`src/rtl/clkdiv_pkg.sv`:
```
// clkdiv_pkg: shared constants and types for the multi-channel clock divider.
// Rev 1.0
`default_nettype none

package clkdiv_pkg;

  localparam int DIV_W_DEFAULT       = 26;
  localparam int CLK_FREQ_HZ_DEFAULT = 50_000_000;
  localparam int MAX_CH              = 8;
  localparam int MIN_DIV             = 2;

  // One bit wider than a channel index so the channel count itself is representable.
  typedef logic [$clog2(MAX_CH):0] ch_idx_t;

  function automatic int sel_width(input int n);
    return (n > 1) ? $clog2(n) : 1;
  endfunction

endpackage

`default_nettype wire

```
`src/rtl/clkdiv_channel.sv`:
```
// clkdiv_channel: one programmable divider channel (cnt, div, optional shadow, clk_out, tick).
// Rev 1.0 -- CLKDIV_GLITCHLESS_LOAD_EN defers loads to the next period wrap.
`default_nettype none

module clkdiv_channel
  import clkdiv_pkg::*;
#(
  parameter int DIV_W       = DIV_W_DEFAULT,
  parameter int DEFAULT_DIV = CLK_FREQ_HZ_DEFAULT
) (
  input  logic             clk,
  input  logic             reset,
  input  logic             en,
  input  logic             load,
  input  logic [DIV_W-1:0] load_div,
  output logic             pending,
  output logic             clk_out,
  output logic             tick
);

  localparam logic [DIV_W-1:0] RST_DIV = DIV_W'(DEFAULT_DIV);
  localparam logic [DIV_W-1:0] ONE     = DIV_W'(1);

  logic [DIV_W-1:0] cnt;
  logic [DIV_W-1:0] div;
  logic [DIV_W-1:0] cnt_nx;
  logic [DIV_W-1:0] div_nx;
  logic             wrap;
  logic             clk_nx;
  logic             tick_nx;

`ifdef CLKDIV_GLITCHLESS_LOAD_EN
  logic [DIV_W-1:0] shadow;
  logic [DIV_W-1:0] shadow_nx;
  logic             pend;
  logic             pend_nx;
`endif

  always_comb begin
    wrap    = en && (cnt == (div - ONE));
    cnt_nx  = cnt;
    div_nx  = div;
    tick_nx = 1'b0;
    if (en) begin
      cnt_nx  = wrap ? '0 : cnt + ONE;
      tick_nx = wrap;
    end
`ifdef CLKDIV_GLITCHLESS_LOAD_EN
    shadow_nx = shadow;
    pend_nx   = pend;
    // A load landing on the wrap itself beats any older shadow value.
    if (wrap) begin
      if (load) begin
        div_nx = load_div;
      end else if (pend) begin
        div_nx = shadow;
      end
      pend_nx = 1'b0;
    end else if (load) begin
      shadow_nx = load_div;
      pend_nx   = 1'b1;
    end
`else
    if (load) begin
      div_nx  = load_div;
      cnt_nx  = '0;
      tick_nx = 1'b0;
    end
`endif
    // Registered together with cnt so clk_out always matches the new count.
    clk_nx = (cnt_nx >= (div_nx >> 1));
  end

  always_ff @(posedge clk) begin
    if (reset) begin
      cnt     <= '0;
      div     <= RST_DIV;
      clk_out <= 1'b0;
      tick    <= 1'b0;
`ifdef CLKDIV_GLITCHLESS_LOAD_EN
      shadow  <= RST_DIV;
      pend    <= 1'b0;
`endif
    end else begin
      cnt     <= cnt_nx;
      div     <= div_nx;
      clk_out <= clk_nx;
      tick    <= tick_nx;
`ifdef CLKDIV_GLITCHLESS_LOAD_EN
      shadow  <= shadow_nx;
      pend    <= pend_nx;
`endif
    end
  end

`ifdef CLKDIV_GLITCHLESS_LOAD_EN
  assign pending = pend;
`else
  assign pending = 1'b0;
`endif

endmodule

`default_nettype wire

```
`src/rtl/multi_clock_divider.sv`:
```
// multi_clock_divider: N_CH programmable clock dividers with load validation.
// Rev 1.0 -- define CLKDIV_GLITCHLESS_LOAD_EN to apply loads at the next period boundary.
`default_nettype none

module multi_clock_divider
  import clkdiv_pkg::*;
#(
  parameter int CLK_FREQ_HZ = CLK_FREQ_HZ_DEFAULT,
  parameter int N_CH        = 2,
  parameter int DIV_W       = DIV_W_DEFAULT,
  parameter int DEFAULT_DIV = CLK_FREQ_HZ
) (
  input  logic                       clk,
  input  logic                       reset,
  input  logic [N_CH-1:0]            en,
  input  logic                       load,
  input  logic [sel_width(N_CH)-1:0] load_ch,
  input  logic [DIV_W-1:0]           load_div,
  output logic                       load_err,
  output logic [N_CH-1:0]            pending,
  output logic [N_CH-1:0]            clk_out,
  output logic [N_CH-1:0]            tick
);

  ch_idx_t         ch_idx;
  logic            ch_ok;
  logic            div_ok;
  logic            load_ok;
  logic [N_CH-1:0] load_sel;

  always_comb begin
    ch_idx  = ch_idx_t'(load_ch);
    ch_ok   = (ch_idx < ch_idx_t'(N_CH));
    div_ok  = (load_div >= DIV_W'(MIN_DIV));
    load_ok = load && ch_ok && div_ok;
  end

  // Rejected loads touch no channel; they only raise a one-cycle error pulse.
  always_ff @(posedge clk) begin
    if (reset) begin
      load_err <= 1'b0;
    end else begin
      load_err <= load && !load_ok;
    end
  end

  generate
    for (genvar i = 0; i < N_CH; i++) begin : g_ch
      assign load_sel[i] = load_ok && (ch_idx == ch_idx_t'(i));

      clkdiv_channel #(
        .DIV_W       (DIV_W),
        .DEFAULT_DIV (DEFAULT_DIV)
      ) u_channel (
        .clk      (clk),
        .reset    (reset),
        .en       (en[i]),
        .load     (load_sel[i]),
        .load_div (load_div),
        .pending  (pending[i]),
        .clk_out  (clk_out[i]),
        .tick     (tick[i])
      );
    end
  endgenerate

endmodule

`default_nettype wire

```
`config.mk`:
```
export PLATFORM = sky130hd
export DESIGN_NAME = multi_clock_divider
export DESIGN_NICKNAME = d
export VERILOG_FILES = /design/src/rtl/clkdiv_pkg.sv /design/src/rtl/clkdiv_channel.sv /design/src/rtl/multi_clock_divider.sv
export SDC_FILE = /design/constraint.sdc
export NUM_CORES = 1
export LEC_CHECK = 0
export CORE_AREA = 2 2 125 127
export CTS_BUF_LIST = sky130_fd_sc_hd__clkbuf_16
export CTS_CLUSTER_SIZE = 24
export DETAILED_ROUTE_END_ITERATION = 8
export DIE_AREA = 0 0 127 129
export PLACE_DENSITY = 0.83
export RECOVER_POWER = 25
export SLEW_MARGIN = 15
export SYNTH_ARGS = -nofsm -noshare
export SYNTH_HDL_FRONTEND = slang
export SYNTH_HIERARCHICAL = 1
export SYNTH_SLANG_ARGS = --single-unit
```
`constraint.sdc`:
```
create_clock -name clk -period 4.8 [get_ports clk]
set_clock_uncertainty 0.1 [all_clocks]
set_input_delay 0.48 -clock clk [delete_from_list [all_inputs] [get_ports clk]]
set_output_delay 0.48 -clock clk [all_outputs]
set_load 0.02 [all_outputs]
```
# Yosys cells after proc, flatten, opt, wreduce, memory -nomap -nowiden
# Index checks and enable logic that the tools add are counted.
# W data, S select, Z words.
[classes]
addsub = 4
n_mul = 0
n_div = 0
magnitude_cmp = 3
n_eq_ne = 2
shift = 0
n_mux = 8
bitwise_logic = 2
reduce_logical = 10
[op_table]
columns = ["op", "n"]
rows = [
  ["$mux W26", 8],
  ["$add A26 B1 Y26 const B", 2],
  ["$eq A26 B26 Y1", 2],
  ["$ge A26 B25 Y1", 2],
  ["$sub A26 B1 Y26 const B", 2],
  ["$ge A26 B2 Y1 const B", 1],
  ["$logic_and A1 B1 Y1", 6],
  ["$reduce_or A3 Y1", 2],
  ["$logic_not A4 Y1", 1],
  ["$not A1 Y1", 2],
  ["$logic_not A1 Y1", 1],
]
[totals]
regBits = 109
latchBits = 0
ramBits = 0
mem_bits_ro = 0
inputBits = 32
output_inout_bits = 7
mem_count = 0

# Logic depth before layout (Yosys ltp)
# Gate-level depths: netlist of the first run.
[depth]
word_depth = 7
mapped_depth = 21

# Hierarchy
# Netlist of the first run, hierarchy kept.
[by_module_without_submodules]
columns = ["module", "instances", "cells_per_inst", "area_per_inst_um2", "seq_area_each_um2"]
rows = [
  ["clkdiv_channel at g_ch[1].u_channel", 1, 466, 4150.2, 1081.0],
  ["clkdiv_channel at g_ch[0].u_channel", 1, 483, 3981.3, 1081.0],
  ["multi_clock_divider", 1, 15, 105.1, 20.0],
]

# Worst setup path after synthesis of the first run
# Ideal clock, no wire load.
[synth_path]
kind = "register to register"
start = "register g_ch[1].u_channel.div[12]"
end = "register g_ch[1].u_channel.clk_out"
setup_time_ns = 0.114
arrival_ns = 4.411
path_slack_ns = 0.175
stages_incl_launch_ff = 18
period_less_slack_ns = 4.625
path_cell_list = "dfxtp_1 -> buf_2 -> or4_1 -> nor2_1 -> xnor2_1 -> a41oi_2 -> or4b_4 -> nor4_4 -> buf_6 -> a211oi_1 -> ha_1 -> a21o_1 -> a21o_1 -> a21o_1 -> a2111oi_0 -> o2111a_1 -> o32a_1 -> o21ai_2"
[synth_via]
elab_chain_cells = 7
word_cells_on_any_way = 8
cone_classes = "1 x add/sub; 1 x order compare; 1 x eq/ne; 4 x mux; 1 x reduce/logical"
[synth_rtl]
columns = ["item", "line_no", "rtl"]
rows = [
  ["from (decl)", "clkdiv_channel.sv:25", "logic [DIV_W-1:0] div;"],
  ["from (signal assigned)", "clkdiv_channel.sv:86", "div <= div_nx;"],
  ["$sub A26 B1 Y26", "clkdiv_channel.sv:40", "wrap = en && (cnt == (div - ONE));"],
  ["$eq A26 B26 Y1", "clkdiv_channel.sv:40", ""],
  ["$logic_and A1 B1 Y1", "clkdiv_channel.sv:40", ""],
  ["$mux W26", "clkdiv_channel.sv:45", "cnt_nx = wrap ? '0 : cnt + ONE;"],
  ["$mux W26", "clkdiv_channel.sv:44", "if (en) begin"],
  ["$mux W26", "clkdiv_channel.sv:64", "if (load) begin"],
  ["via g_ch[1].u_channel.cnt_nx[19]", "clkdiv_channel.sv:26", "logic [DIV_W-1:0] cnt_nx;"],
  ["$ge A26 B25 Y1", "clkdiv_channel.sv:71", "clk_nx = (cnt_nx >= (div_nx >> 1));"],
  ["to (signal assigned)", "clkdiv_channel.sv:87", "clk_out <= clk_nx;"],
  ["to (decl)", "clkdiv_channel.sv:17", "output logic clk_out,"],
]
# The timed path passes the listed nets, and every way through them passes these cells.
# A chain may end at the register's enable or synchronous reset.

# Final worst setup path of the first run
[layout_path]
start = "register g_ch[0].u_channel.div[5]"
end = "register g_ch[0].u_channel.clk_out"
[layout_via]
elab_chain_cells = 7
word_cells_on_any_way = 8
cone_classes = "1 x add/sub; 1 x order compare; 1 x eq/ne; 4 x mux; 1 x reduce/logical"
[layout_rtl]
columns = ["item", "line_no"]
rows = [
  ["from (decl)", "clkdiv_channel.sv:25"],
  ["from (signal assigned)", "clkdiv_channel.sv:86"],
  ["$sub A26 B1 Y26", "clkdiv_channel.sv:40"],
  ["$eq A26 B26 Y1", "clkdiv_channel.sv:40"],
  ["$logic_and A1 B1 Y1", "clkdiv_channel.sv:40"],
  ["$mux W26", "clkdiv_channel.sv:45"],
  ["$mux W26", "clkdiv_channel.sv:44"],
  ["$mux W26", "clkdiv_channel.sv:64"],
  ["via g_ch[0].u_channel.cnt_nx[5]", "clkdiv_channel.sv:26"],
  ["$ge A26 B25 Y1", "clkdiv_channel.sv:71"],
  ["to (signal assigned)", "clkdiv_channel.sv:87"],
  ["to (decl)", "clkdiv_channel.sv:17"],
]
# The timed path passes the listed nets, and every way through them passes these cells.

==> results.toml, run 1 <==
[yosys]
synthFlopType = "dfxtp_1"
async_reset_ff_share_pct = 0
synth.lib_cells_used.distinct = 81
synth.ff_latch_count = 109
synth_edf_count = 0
postSynthCellCount = 964
yosysTopAreaCellShare_pct = 26.5
synth.area.top_cells = "dfxtp_1 (26%), ha_1 (8.2%), mux2i_1 (6.3%)"
synth.largest_area_cell = "dfxtp_1"
yosys_warnings = 6
seq_area_frac_synth_pct = 26.5
postSynthAreaPerCell_sq_um = 8.54
mappedNetlistNets = 1050
mappedNetlistArea_sq_mm = 0.00824

[routing]
detail_route.wirelength_um = 22300
first_pass_detailed_route_iteration_total = 5
detail_route.vias_per_cell = 6.26
num_vias = 7423
detailedRoute.firstIterationViolations = 642
final_ant_viol_nets = 0
drt_drc_violations_left = 0
post_drt_wl_per_cell_um = 18.8

[setup_path]
worstPathCellList = "or4_4 -> or4_4 -> buf_4 -> o2111a_1 -> a2111oi_2 -> a211oi_2 -> nand4b_4 -> nand2_4 -> nor2_1 -> ha_1 -> and3_1 -> nand3_1 -> nor3_1 -> a211oi_1 -> o21ai_0 -> a221o_1 -> a31oi_1 -> o32ai_1"
worst_setup_ep_type = "register"
setup.worst_path.start_class = "register"
rr_startpoint = "g_ch[0].u_channel/div[5]"
slowest_stage_cell_crit_path = "or4_4"
setup.worst_path.start = "g_ch[0].u_channel/div[5]"
critical_path.max_fanout = 9
reg2reg_to = "g_ch[0].u_channel/clk_out"
timing.critical_path.slowest_cell_delay_ps = 550
reg2reg_slack_ps = 120
required_ps = 4930
worst-setup-path-type = "register to register"
critPathMostFrequentCell = "or4_4"
worst-endpoint-arrival_ps = 4800
r2r.worst_path.cells = 18
timing.critical_path.to = "g_ch[0].u_channel/clk_out"

[floorplanning]
top_level_ports = 39
initial_core_util_pct = 55.0
overall_die_width_um = 127
die_area_sq_mm = 0.0164
core-area_sq_mm = 0.0150
chipHeight_um = 129
core.rowCount = 45

[clocking]
numCtsBuffers = 9
cts.hold.buffers_added = 0
cts_htree_levels = 3
clk_pin_slew_worst_setup_hold_paths_ps = 80
tritoncts = "done"
cts_max_path_buffers = 2
worst_skew_pair.late_latency_ps = 360
root_buffer = "clkbuf_16"
tritoncts_num_sinks = 109

[sta]
timing_worst_slew_pin_value_ps = 869
finalCriticalPeriod_ps = 4680
finalCritPeriodShare_pct = 97.4
finalHoldViolations = 0
report.final.setup_viol = 0
finalWorstSetupSlack_ps = 124
setup_repair_after_global_routing_missed_its_margin = "true"
timing.setup.tns_ps = 0
max_clock_freq_mhz = 214
report.final.slew_viol_count = 0
slew_margin_rel_pct = 41.9

[global_routing]
vias_in_the_first_global_route = 7123
maximum_number_of_pins_on_one_net_before_global_route_repair = 43
grt_first_pass_wirelength_um = 35800
grt_util_all_layers_pct = 27.3
grt_antenna_before_repair = 0
globalRouteOverflowTotal = 0

[power]
leakage_nw = 3.52
vdd_drop_max_v = 0.000134
power_switching_share_pct = 29.3
share_of_total_power_in_sequential_cells_pct = 45.7
share_comb_of_total_power_pct = 17.9
power.internal_mw = 1.50
clkPwrFrac_pct = 36.4
power-per-cell-area_mw_per_mm2 = 230
net-switching-power_mw = 0.620

[outcome]
outcome = "finished clean"

[placed_design]
dp_cells = 1168
gpl.final_weighted_congestion = 0.976
preCtsSetupSlack_ps = 163
dpl_hpwl_um = 17200
placement.io_buffers = 36

[layout]
insertedDiodeCount = 0
seq_area_sq_mm = 0.00218
layout_commonest_cell = "nor2_1"
utilization_after_layout_pct = 61.4
area_used_by_multi_input_combinational_logic_sq_mm = 0.00572
nNetsFinal = 1078
drive_above_1_share_pct = 10.3
most-common-layout-cells = "nor2_1 (122), dfxtp_1 (109), xnor2_1 (57), ha_1 (54)"
area_growth_pct = 11.7
layoutNonFillerInstCount = 1185
final.fill_count = 1290

[min_path]
worstHoldStart = "g_ch[1].u_channel/div[25]"
hold_path_class = "register to register"

[job]
drv.max_cap_violation_count = 0
-- logic make-up after synthesis --
kind of cell	after synthesis	share of synthesized area (%)
mux	54	6.59
fa+ha+maj	54	8.20
other cells	2	0.0912
simple gates	397	27.3
buf+inv	77	4.97
flops	109	26.5
compound gates	162	14.5
xor+xnor	109	11.8
-- power by group through the flow --
stage / sequential (mW) / clock [mW] / combinational, mW
global route: 0.972 / 0.820 / 0.410
detailed placement: 0.988 / 0 / 0.369
floorplan: 0.973 / 0 / 0.257
finish: 0.968 / 0.770 / 0.379
CTS: 0.967 / 0.782 / 0.372
global placement: 0.986 / 0 / 0.360
-- synth_stat cells, drive strengths merged (10+ instances only) --
cell type and n:
a211oi 54, a21o 10, a21oi 18, and3 16, and4 10, buf 22, clkbuf 35, dfxtp 109
ha 54, inv 20, mux2i 52, nand2 50, nand2b 31, nand3 32, nand4 27, nor2 122
nor2b 10, nor3 27, nor4 18, o21ai 21, or4 10, xnor2 57, xor2 51
-- metrics by stage --
stage	instance area, sq um	total power [mW]	hold WS [ps]
5_1_grt	9200	2.20	487
4_1_cts	9150	2.12	446
2_1_floorplan	8240	1.23	393
3_3_place_gp	8850	1.35	420
6_report	9200	2.12	445
3_5_place_dp	8850	1.36	426
-- flip-flops by register name (all words and copies together), names as in the netlist --
signal / cells
g_ch.u_channel/clk_out: 2
g_ch.u_channel/cnt: 52
g_ch.u_channel/div: 52
g_ch.u_channel/tick: 2
load_err: 1
-- area by class of cell --
class | instances | share of cell area (%)
inverter | 20 | 0.816
timing repair buffer | 74 | 7.51
sequential | 109 | 23.7
clock buffer | 9 | 2.45
clock inverter | 7 | 0.803
tap | 188 | 2.56
multi-input combinational | 778 | 62.1
-- per-layer routing --
layer	up-vias	part of all wire [%]	track usage (%)
met2	233	48	47.2
met4	0	3.1	11.4
li1	3592	-	-
met5	-	0	0
met1	3542	44	34.6
met3	56	5.0	3.53
-- timing repair --
action,in CTS,in global routing
gates resized for setup,0,9
setup endpoints to repair,0,2
setup buffers,0,1
-- worst min-delay path by stage --
stage	slack (ps)	end	cells past startpoint
after floorplan	390	g_ch[1].u_channel/div[25]	2
after global placement	420	g_ch[1].u_channel/div[25]	2
after detailed placement	430	g_ch[1].u_channel/div[25]	2
after CTS	450	g_ch[1].u_channel/div[25]	2
after global routing	490	g_ch[1].u_channel/div[25]	2
final	440	g_ch[1].u_channel/div[25]	2
-- worst max-delay path: cells and delay by family, from the launching register on --
kind	cells	cell delay [ps]
flip-flops	1	320
AO/OA/AOI/OAI	8	1850
buffers and inverters	1	170
AND/OR/NAND/NOR	8	1830
adder cells (fa/ha/maj)	1	240
No activity file was read; power rests on OpenSTA's default activity.
==> inputs of run 2 (changes only) <==
- CORE_AREA: 2 2 125 127 -> 10 10 133 135
- DIE_AREA: 0 0 127 129 -> 0 0 143 145
==> run 2 against run 1 <==
Via count grew 0.97%. Critical path type unchanged. Routed wire length rose by 0.86%. Total power down 4.2%. Combinational power about the same. First-iteration DRC count fell by 14%. Sequential cell count unchanged. Hold slack worse by 100 ps. Maximum frequency rose by 0.41%. Design area is 0.12% lower. Clock power decreased by 12%. Non-clock buffer count up 8. Die area grew 27%. Largest power group unchanged.
==> results.toml, run 2 (same netlist as run 1, synthesis figures left out) <==
[outcome]
outcome = "finished clean"

[floorplanning]
overall_die_width_um = 143
die_area_sq_mm = 0.0207
core.rowCount = 45
top_level_ports = 39
chipHeight_um = 145
core-area_sq_mm = 0.0150
initial_core_util_pct = 54.8

[sta]
max_clock_freq_mhz = 215
timing_worst_slew_pin_value_ps = 744
timing.setup.tns_ps = 0
fin_worst_hold_slack_ps = 345
finalHoldViolations = 0
report.final.setup_viol = 0
report.final.slew_viol_count = 0
finalCritPeriodShare_pct = 97.0
slew_margin_rel_pct = 50.0
finalCriticalPeriod_ps = 4660

[clocking]
cts_htree_levels = 3
cts_max_path_buffers = 2
root_buffer = "clkbuf_16"
clk_pin_slew_worst_setup_hold_paths_ps = 70
cts.hold.buffers_added = 0
numCtsBuffers = 9
tritoncts = "done"
tritoncts_num_sinks = 109
worst_skew_pair.late_latency_ps = 360

[power]
vdd_drop_max_v = 0.000146
leakage_nw = 3.53
power-per-cell-area_mw_per_mm2 = 221

[setup_path]
r2r.worst_path.cells = 16
required_ps = 4940
reg2reg_slack_ps = 140
worst-setup-path-type = "register to register"
worst-endpoint-arrival_ps = 4790
critical_path.max_fanout = 5
rr_startpoint = "g_ch[0].u_channel/div[15]"
reg2reg_to = "g_ch[0].u_channel/clk_out"
setup.worst_path.start_class = "register"
worst_setup_ep_type = "register"
setup.worst_path.start = "g_ch[0].u_channel/div[15]"

[layout]
layout_commonest_cell = "nor2_1"
area_growth_pct = 11.5
insertedDiodeCount = 0
drive_above_1_share_pct = 10.7
final.fill_count = 1244
nNetsFinal = 1087
most-common-layout-cells = "nor2_1 (122), dfxtp_1 (109), xnor2_1 (57), ha_1 (54), mux2i_1 (52)"
area_used_by_multi_input_combinational_logic_sq_mm = 0.00573
seq_area_sq_mm = 0.00218
layoutNonFillerInstCount = 1193
layout_top_registers = "g_ch.u_channel/cnt x52, g_ch.u_channel/div x52"

[job]
drv.max_cap_violation_count = 0

[min_path]
hold_path_class = "primary input to register"
min_path_cells = 2
worstHoldStart = "reset"
min_delay_worst_endpoint = "g_ch[1].u_channel/div[24]"

[placed_design]
gpl.final_weighted_congestion = 0.932
dpl_hpwl_um = 17400
placement.io_buffers = 36
dp_cells = 1173

[global_routing]
grt_util_all_layers_pct = 21.4
globalRouteOverflowTotal = 0
grt_first_pass_wirelength_um = 36400
grt_antenna_before_repair = 0
vias_in_the_first_global_route = 7196
maximum_number_of_pins_on_one_net_before_global_route_repair = 43

[routing]
detail_route.wirelength_um = 22500
detail_route.vias_per_cell = 6.28
detailedRoute.firstIterationViolations = 554
num_vias = 7495
final_ant_viol_nets = 0
post_drt_wl_per_cell_um = 18.9
first_pass_detailed_route_iteration_total = 5
drt_drc_violations_left = 0
[run 2: cell count changes in the layout (fill, tap and decap cells not counted), sizes merged]
cell      previous run  this run
buf                 39        45
bufinv               1         0
clkbuf               9        11
clkinv               4         3
clkinvlp             1         0
inv                 21        23
or4                 10        11
[run 2: report_power, final]
part,switching (mW),internal [mW],total (mW)
sequential,0.0394,0.928,0.968
combinational,0.217,0.165,0.382
clock,0.338,0.340,0.678
[run 2: metrics by stage]
step / total power, mW / worst slack (ps) / instance area (sq um) / util, %
floorplan: 1.23 / 175 / 8240 / -
global placement: 1.35 / 245 / 8870 / 59.0
detailed placement: 1.36 / 176 / 8870 / 59.0
CTS: 2.02 / 87.1 / 9120 / 60.6
global route: 2.11 / -60.5 / 9190 / 61.1
finish: 2.03 / 143 / 9190 / 61.1
[run 2: worst max-delay path by stage]
stage / depth (start not counted) / to / slack [ps]
3_5_place_dp: 16 / g_ch[1].u_channel/clk_out / 180
3_3_place_gp: 16 / g_ch[1].u_channel/clk_out / 250
5_1_grt: 16 / g_ch[0].u_channel/clk_out / -60
4_1_cts: 16 / g_ch[0].u_channel/clk_out / 90
2_1_floorplan: 17 / g_ch[1].u_channel/clk_out / 170
6_report: 16 / g_ch[0].u_channel/clk_out / 140
[run 2: cell type report]
class	count	area share, %
timing repair buffer	82	7.82
clock buffer	9	2.45
tap	188	2.56
inverter	20	0.817
sequential	109	23.8
multi-input combinational	779	62.3
clock inverter	6	0.272
[run 2: repair_timing]
| item | CTS | global route |
|---|---|---|
| resized for setup | 0 | 11 |
| setup endpoints to repair | 0 | 2 |
| endpoints found under the hold margin | 0 | 0 |
| setup buffers | 0 | 4 |
[run 2: per-layer routing]
layer	track usage (%)	share of wire, %	routed length [um]
met1	27.3	44	9910
met2	34.8	47	10600
met3	3.06	5.3	1200
met4	8.98	3.6	809
met5	0	0	0
[run 2: critical path, cell delays in order (launching register included)]
cell	delay, ps
dfxtp_1	310
or4_4	560
or4_4	540
or4_4	510
a211oi_2	250
and4_4	260
nand4b_4	150
a41o_1	240
ha_1	310
nor2b_1	140
o21ai_1	140
nand2b_1	80
a21oi_1	210
o211ai_1	120
a221o_1	360
a31oi_1	170
o32ai_1	90
